**config.mk**
```make
export PLATFORM = sky130hd
export DESIGN_NAME = fetch_queue
export DESIGN_NICKNAME = d
export VERILOG_FILES = /design/src/rtl/fetch_queue.sv
export SDC_FILE = /design/constraint.sdc
export NUM_CORES = 1
export LEC_CHECK = 0
export ABC_CLOCK_PERIOD_IN_PS = 8100
export CAP_MARGIN = 20
export CORE_MARGIN = 2
export CORE_UTILIZATION = 40
export CTS_CLUSTER_DIAMETER = 120
export DETAILED_ROUTE_END_ITERATION = 8
export GPL_ROUTABILITY_DRIVEN = 0
export PLACE_DENSITY_LB_ADDON = 0.08
export SYNTH_ARGS = -nofsm -noshare
export SYNTH_HDL_FRONTEND = slang
export SYNTH_SLANG_ARGS = --single-unit
export TNS_END_PERCENT = 20
```
**constraint.sdc**
```tcl
create_clock -name clock -period 8.1 [get_ports clock]
set_input_delay 1.215 -clock clock [delete_from_list [all_inputs] [get_ports clock]]
set_output_delay 1.215 -clock clock [all_outputs]
set_load 0.01 [all_outputs]
```
**src/rtl/fetch_queue.sv**
```systemverilog
// Instruction-fetch stage: PC state machine, I-form branch resolution at fetch,
// and a DEPTH-entry queue presenting {pc, instr} to decode over valid/ready.
module fetch_queue #(
  parameter int                 ADDR_W   = 32,
  parameter int                 DEPTH    = 4,
  parameter logic [ADDR_W-1:0]  RESET_PC = '0
) (
  input  logic              clock,
  input  logic              reset_n,
  output logic [ADDR_W-1:0] imem_addr,
  input  logic [31:0]       imem_data,
  input  logic              redirect_valid,
  input  logic [ADDR_W-1:0] redirect_target,
  output logic              out_valid,
  input  logic              out_ready,
  output logic [31:0]       out_instr,
  output logic [ADDR_W-1:0] out_pc,
  output logic              halted
);

  // state | meaning
  // RUN   | fetch enabled, pushes whenever the queue has (or is making) room
  // HALT  | all-zero word seen; PC holds, queue keeps draining to decode
  typedef enum logic {RUN, HALT} state_t;

  localparam int PTR_W = $clog2(DEPTH);
  localparam int CNT_W = PTR_W + 1;

  state_t            state, state_next;
  logic [ADDR_W-1:0] pc, pc_next, seq_pc, li_addr;
  logic [CNT_W-1:0]  count;
  logic [PTR_W-1:0]  rd_ptr, wr_ptr;
  logic [ADDR_W-1:0] mem_pc    [DEPTH];
  logic [31:0]       mem_instr [DEPTH];
  logic [63:0]       li_ext;
  logic              pop, push, flush, is_branch;

  assign imem_addr = pc;
  assign out_valid = (count != '0);
  assign halted    = (state == HALT);
  assign out_pc    = mem_pc[rd_ptr];
  assign out_instr = mem_instr[rd_ptr];
  assign pop       = out_valid & out_ready;

  // LI is sign-extended through 64 bits, then truncated to the address width.
  assign is_branch = (imem_data[31:26] == 6'd18);
  assign li_ext    = {{40{imem_data[25]}}, imem_data[25:2]};
  assign li_addr   = li_ext[ADDR_W-1:0];

  always_comb begin
    seq_pc = pc + ADDR_W'(1);
    if (is_branch) begin
      if (imem_data[1]) seq_pc = li_addr;
      else              seq_pc = pc + li_addr;
    end
  end

  always_comb begin
    state_next = state;
    pc_next    = pc;
    push       = 1'b0;
    flush      = 1'b0;
    if (redirect_valid) begin
      flush      = 1'b1;
      pc_next    = redirect_target;
      state_next = RUN;
    end else if (state == RUN) begin
      if (imem_data == 32'd0) begin
        state_next = HALT;
      end else if ((count < CNT_W'(DEPTH)) || pop) begin
        push    = 1'b1;
        pc_next = seq_pc;
      end
    end
  end

  always_ff @(posedge clock or negedge reset_n) begin
    if (!reset_n) begin
      state  <= RUN;
      pc     <= RESET_PC;
      count  <= '0;
      rd_ptr <= '0;
      wr_ptr <= '0;
    end else begin
      state <= state_next;
      pc    <= pc_next;
      if (flush) begin
        count  <= '0;
        rd_ptr <= '0;
        wr_ptr <= '0;
      end else begin
        count <= count + CNT_W'(push) - CNT_W'(pop);
        if (push) wr_ptr <= wr_ptr + PTR_W'(1);
        if (pop)  rd_ptr <= rd_ptr + PTR_W'(1);
      end
    end
  end

  // Storage is cleared on reset so the head fields read as zero out of reset.
  always_ff @(posedge clock or negedge reset_n) begin
    if (!reset_n) begin
      for (int i = 0; i < DEPTH; i++) begin
        mem_pc[i]    <= '0;
        mem_instr[i] <= '0;
      end
    end else if (push) begin
      mem_pc[wr_ptr]    <= pc;
      mem_instr[wr_ptr] <= imem_data;
    end
  end

endmodule

```
; ---- Yosys cells after proc, flatten, opt, wreduce, memory -nomap -nowiden
; Cells that the tools add are included.
[word_totals]
reg_bits = 296
in_bits = 68
out_inout_bits = 98
elab_cells = 66
[classes]
add_sub_neg = 6
magnitude_cmp = 4
eq_ne = 3
muxes = 29
bitwise = 3
reduce_logical = 8
[op_table]
columns = op, count
row1 = two-way mux 32 bit, 11
row2 = bitwise mux 128 bit, 2
row3 = binary-select mux 32 bit (select 2 bit), 2
row4 = demux 32 bit (select 2 bit), 1
row5 = adder 32 x 1 -> 32 bit (second input constant), 1
row6 = adder 32 bit, 1
row7 = zero test 32 bit, 1
row8 = two-way mux 1 bit, 8
row9 = two-way mux 2 bit, 4
row10 = equality test 6 x 5 -> 1 bit (second input constant), 1
row11 = >= comparator 3 bit (second input constant), 2
row12 = NOT 2 -> 3 bit, 2
row13 = nonzero test 2 bit, 3
row14 = adder 2 x 1 -> 2 bit (second input constant), 2
row15 = != test 2 bit (second input constant), 2
row16 = adder 3 x 1 -> 3 bit, 1
row17 = less-than comparator 3 x 1 -> 1 bit (second input constant), 1
row18 = less-than comparator 3 bit (second input constant), 1
row19 = two-way mux 3 bit, 1
row20 = AND reduction 3 bit, 1
row21 = nonzero test 3 bit, 1
row22 = subtractor 3 x 1 -> 3 bit, 1
row23 = AND 1 bit, 1
row24 = logical AND 1 bit, 1
row25 = logical OR 1 bit, 1

; ---- Logic depth before layout (Yosys ltp)
[depth]
ltp_word = 10
ltp_mapped = 14
mapped_depth_nobuf = 13

; ---- Least setup slack after synthesis
; Ideal clock, no wire load.
[synth_path]
path_kind = input port to flip-flop
start = input imem_data[2]
end = register pc[22], in the netlist imem_addr[22]
setup_time_ns = 0.120
arrival_time_ns = 3.336
required_ns = 7.980
setup_slack_ns = 4.644
path_stages = 11
path_buffers = 0
path_cell_list = ha_1 fa_1 a21o_1 and3_2 o21ai_2 nand2_2 a21o_2 a41oi_4 xnor2_1 o211ai_2 a31o_1
[synth_via]
elab_chain_cells = 7
elab_cells_between_ends = 10
cone_classes = 1 x add/sub / 1 x eq/ne / 6 x mux / 2 x reduce/logical
[synth_lines]
columns = element, line
row1 = start: declaration, 11  ; input logic [31:0] imem_data,
row2 = adder 32 bit, 54  ; else seq_pc = pc + li_addr;
row3 = two-way mux 32 bit, 53  ; if (imem_data[1]) seq_pc = li_addr;
row4 = two-way mux 32 bit, 52  ; if (is_branch) begin
row5 = two-way mux 32 bit, 70  ; end else if ((count < CNT_W'(DEPTH)) || pop) begin
row6 = two-way mux 32 bit, 68  ; if (imem_data == 32'd0) begin
row7 = two-way mux 32 bit, 67  ; end else if (state == RUN) begin
row8 = two-way mux 32 bit, 63  ; if (redirect_valid) begin
row9 = end signal: assignment, 86  ; pc <= pc_next;
row10 = end: declaration, 30  ; logic [ADDR_W-1:0] pc, pc_next, seq_pc, li_addr;
; Parallel ways exist; a longest one is shown, timed or not. The select of a mux whose other input is x is not followed.
; A chain may end at the register's enable or synchronous reset.

; ---- Final worst setup path
[layout_path]
start = input imem_data[26]
end = register mem_pc[18] (netlist bit)
[layout_via]
elab_chain_cells = 4
[layout_lines]
columns = element, line
row1 = zero test 32 bit, 68
row2 = two-way mux 1 bit, 68
row3 = two-way mux 1 bit, 67
row4 = two-way mux 1 bit, 63
row5 = end signal: indexed assignment, 107  ; mem_pc[wr_ptr] <= pc;
row6 = end: declaration, 33  ; logic [ADDR_W-1:0] mem_pc [DEPTH];
; No other way between the ends.

==> flow_summary.ini <==
[setup_path]
cp_top_family = simple AND/OR/NAND/NOR gates
slowest_stage = nor4_2
crit_chain = clkdlybuf4s50_1, nor4_2, nand4_1, o21bai_1, a21o_1, nor2_4, nand2_4, buf_4, mux2_1
cp_slowest_stage_delay_ps = 790
start_kind = primary input
cp.buffers_inverters = 2
end_kind = flop
path_class = primary input to flop
crit_arrival_ps = 5020
cp.required_ps = 8490
cp_max_fo = 35

[yosys]
synthCells = 1287
synth_area_leaders = dfrtp_1 47%, mux2_1 12%, mux4_2 9.1%, mux2_2 5.7%, ha_1 3.0%
ys_async_sr_fraction = 1.00
syn_nets = 1395
synth_area_leader_cell = dfrtp_1
ys.flop_type = dfrtp_1
ys_ff_latch = 296
synth_cell_types = 78
avgSynthCellArea_sq_um = 12.3
synth-edff-count = 0
ys_seq_area_frac = 0.467
ys_warn_count = 0
synth.most_common_cell = dfrtp_1
synth_top_area_share = 0.467
synthTopCellsByCount = 296 x dfrtp_1, 168 x mux2_1, 87 x nand2_1
synth_area_sq_um = 15900

[power_and_ir_drop]
power.share.clock = 0.235
swShare = 0.310
internal_power_w = 0.00450
combPwrFrac = 0.371
irDropWorstVdd_uv = 179
cellPowerDensity_nw_per_um2 = 343
p_leak_nw = 7.87
p_switching_w = 0.00202
seq_power_share = 0.394

[place]
portBuffers = 165
post_dp_cell_area_sq_um = 17900
dp_hpwl_um = 28300

[floorplanning]
dieArea_sq_um = 41300
die_w_um = 203
num_io_pins = 166
design.core.area_sq_um = 38900
rows = 72
die_h_um = 203
start_util = 0.408

[global_route]
grt.total_usage = 0.212
grt_pass1_wl_um = 68200
antenna_found_initial = 2
grt_pass1_vias = 11300
grt_max_degree = 116
overflow = 0

[sta]
hold_viol = 0
finClkSkew_ps = 24.1
whs_ps = 481
fmax_mhz = 216
totalNegativeSetupSlack_ps = 0
period_minus_slack_ps = 4630
grt_setup_unrepaired = no
slew-limit-headroom = 0.351
maxSlewViolCount = 0
fin_crit_sh = 0.571
setup_viol = 0
tightest_slew_ps = 974

[clocking]
cts_resized = 0
cts_sinks = 296
cts_setup_buffers = 0
cts_inserted_buffers = 35
cts_root_buf = clkbuf_16
htree_levels = 2
ctsHoldBuffers = 0
worstSkewPairLatency_ps = 530
cts_tree = yes
clk_path_buf_depth = 3
path_clk_slew_ps = 60

[finish]
antennaDiodeCount = 0
final_area_sq_um = 19000
fin_util = 0.488
fillers = 3539
layout.nets = 1526
drive_above_1_share = 0.169
synthToLayoutAreaGrowth_pct = 19.8

[routing]
wl_met3_um = 2200
drt-initial-drc-count = 545
vias = 11100
avgRoutedWirePerCell_um = 21.9
route.detailed.drc = 0
wl_met2_um = 19400
highest_layer = met5
drt-total-wl_um = 42900
dr.pass1.iters = 5
vias_per_cell = 5.67
wl_met1_um = 20500
antenna_left = 0

[status]
status = finished, final reports clean

[job]
maxCapViolations = 0

[min_path]
hp-class = flop to flop
-- flip-flops by register name, indices dropped and copies added (netlist names) --
| name | count |
|---|---|
| imem_addr | 32 |
| wr_ptr | 2 |
| rd_ptr | 2 |
| mem_instr | 128 |
| count | 3 |
| halted | 1 |
| mem_pc | 128 |
-- layer usage --
layer / vias to the layer above / global-route usage
met1: 5724 / 0.306
li1: 5077 / -
met4: 4 / 0.0506
met5: - / 0
met3: 55 / 0.0443
met2: 253 / 0.330
-- worst paths after layout --
path                                                from                         to  cells after the start  slack, ps
worst max-delay path                       imem_data[26]     mem_pc[18]$_DFFE_PN0P_                      9       3470
worst min-delay path             mem_pc[113]$_DFFE_PN0P_    mem_pc[113]$_DFFE_PN0P_                      2        480
worst max register to register  imem_addr[0]$_DFFE_PN0P_  imem_addr[26]$_DFFE_PN0P_                     11       4810
worst min register to register   mem_pc[113]$_DFFE_PN0P_    mem_pc[113]$_DFFE_PN0P_                      2        480
max in group asynchronous                        reset_n     mem_pc[69]$_DFFE_PN0P_                      2       5750
min in group asynchronous                        reset_n    mem_pc[105]$_DFFE_PN0P_                      1        720
-- metrics by stage --
step                cells  setup WS (ps)  total power [W]
detailed placement   1899           2820          0.00505
global route         1959           3250          0.00693
global placement     1899           2790          0.00500
floorplan            1287           4640          0.00400
CTS                  1959           3360          0.00661
finish               1959           3470          0.00652
-- placed cells by master (no fill, tap or decap), types with 11 or more instances in the layout --
cell,count
nor3_1,12
nand2_1,83
mux2_2,80
nand3_1,19
buf_4,16
nor2_1,42
mux4_2,64
a21oi_1,80
mux2_1,168
xnor2_1,21
nand4_1,12
ha_1,38
clkdlybuf4s50_1,162
dfrtp_1,294
o21ai_1,20
and3_1,17
a211oi_1,11
inv_1,17
clkbuf_16,36
o21ai_0,44
o31ai_1,14
xor2_1,13
-- cell families (layout without fill, tap and decap cells) --
group                      after synthesis  count (layout)  synth area share
AOI/OAI and AO/OA                      252             252             0.102
xor gates and xnor gates                34              34            0.0188
adders and majority gates               40              40            0.0325
buffers and inverters                  104             258            0.0315
DFF                                    296             296             0.467
muxes                                  319             319             0.271
and+or+nand+nor                        242             242            0.0767
-- power by group through the flow --
stage	registers (W)	logic (W)	clock network, W
after floorplan	0.00240	0.00160	0
after global placement	0.00258	0.00242	0
after detailed placement	0.00260	0.00245	0
after CTS	0.00257	0.00246	0.00158
after global routing	0.00267	0.00262	0.00164
final	0.00257	0.00242	0.00153
-- tightest hold or removal path: cells and delay by family, from the launching register on --
| kind | cells | cell delay, ps |
|---|---|---|
| AO/OA/AOI/OAI | 1 | 60 |
| AND/OR/NAND/NOR | 1 | 50 |
| flip-flops | 1 | 340 |
-- final cells by class --
cell class | count | area (sq um) | share of cell area
Clock buffer | 53 | 1030 | 0.0545
Clock inverter | 7 | 77.6 | 0.00408
Inverter | 17 | 63.8 | 0.00336
Multi-Input combinational cell | 887 | 8000 | 0.421
Sequential cell | 296 | 7410 | 0.390
Tap cell | 518 | 648 | 0.0341
Timing Repair Buffer | 181 | 1770 | 0.0930
Power figures use the tool's default switching activity.
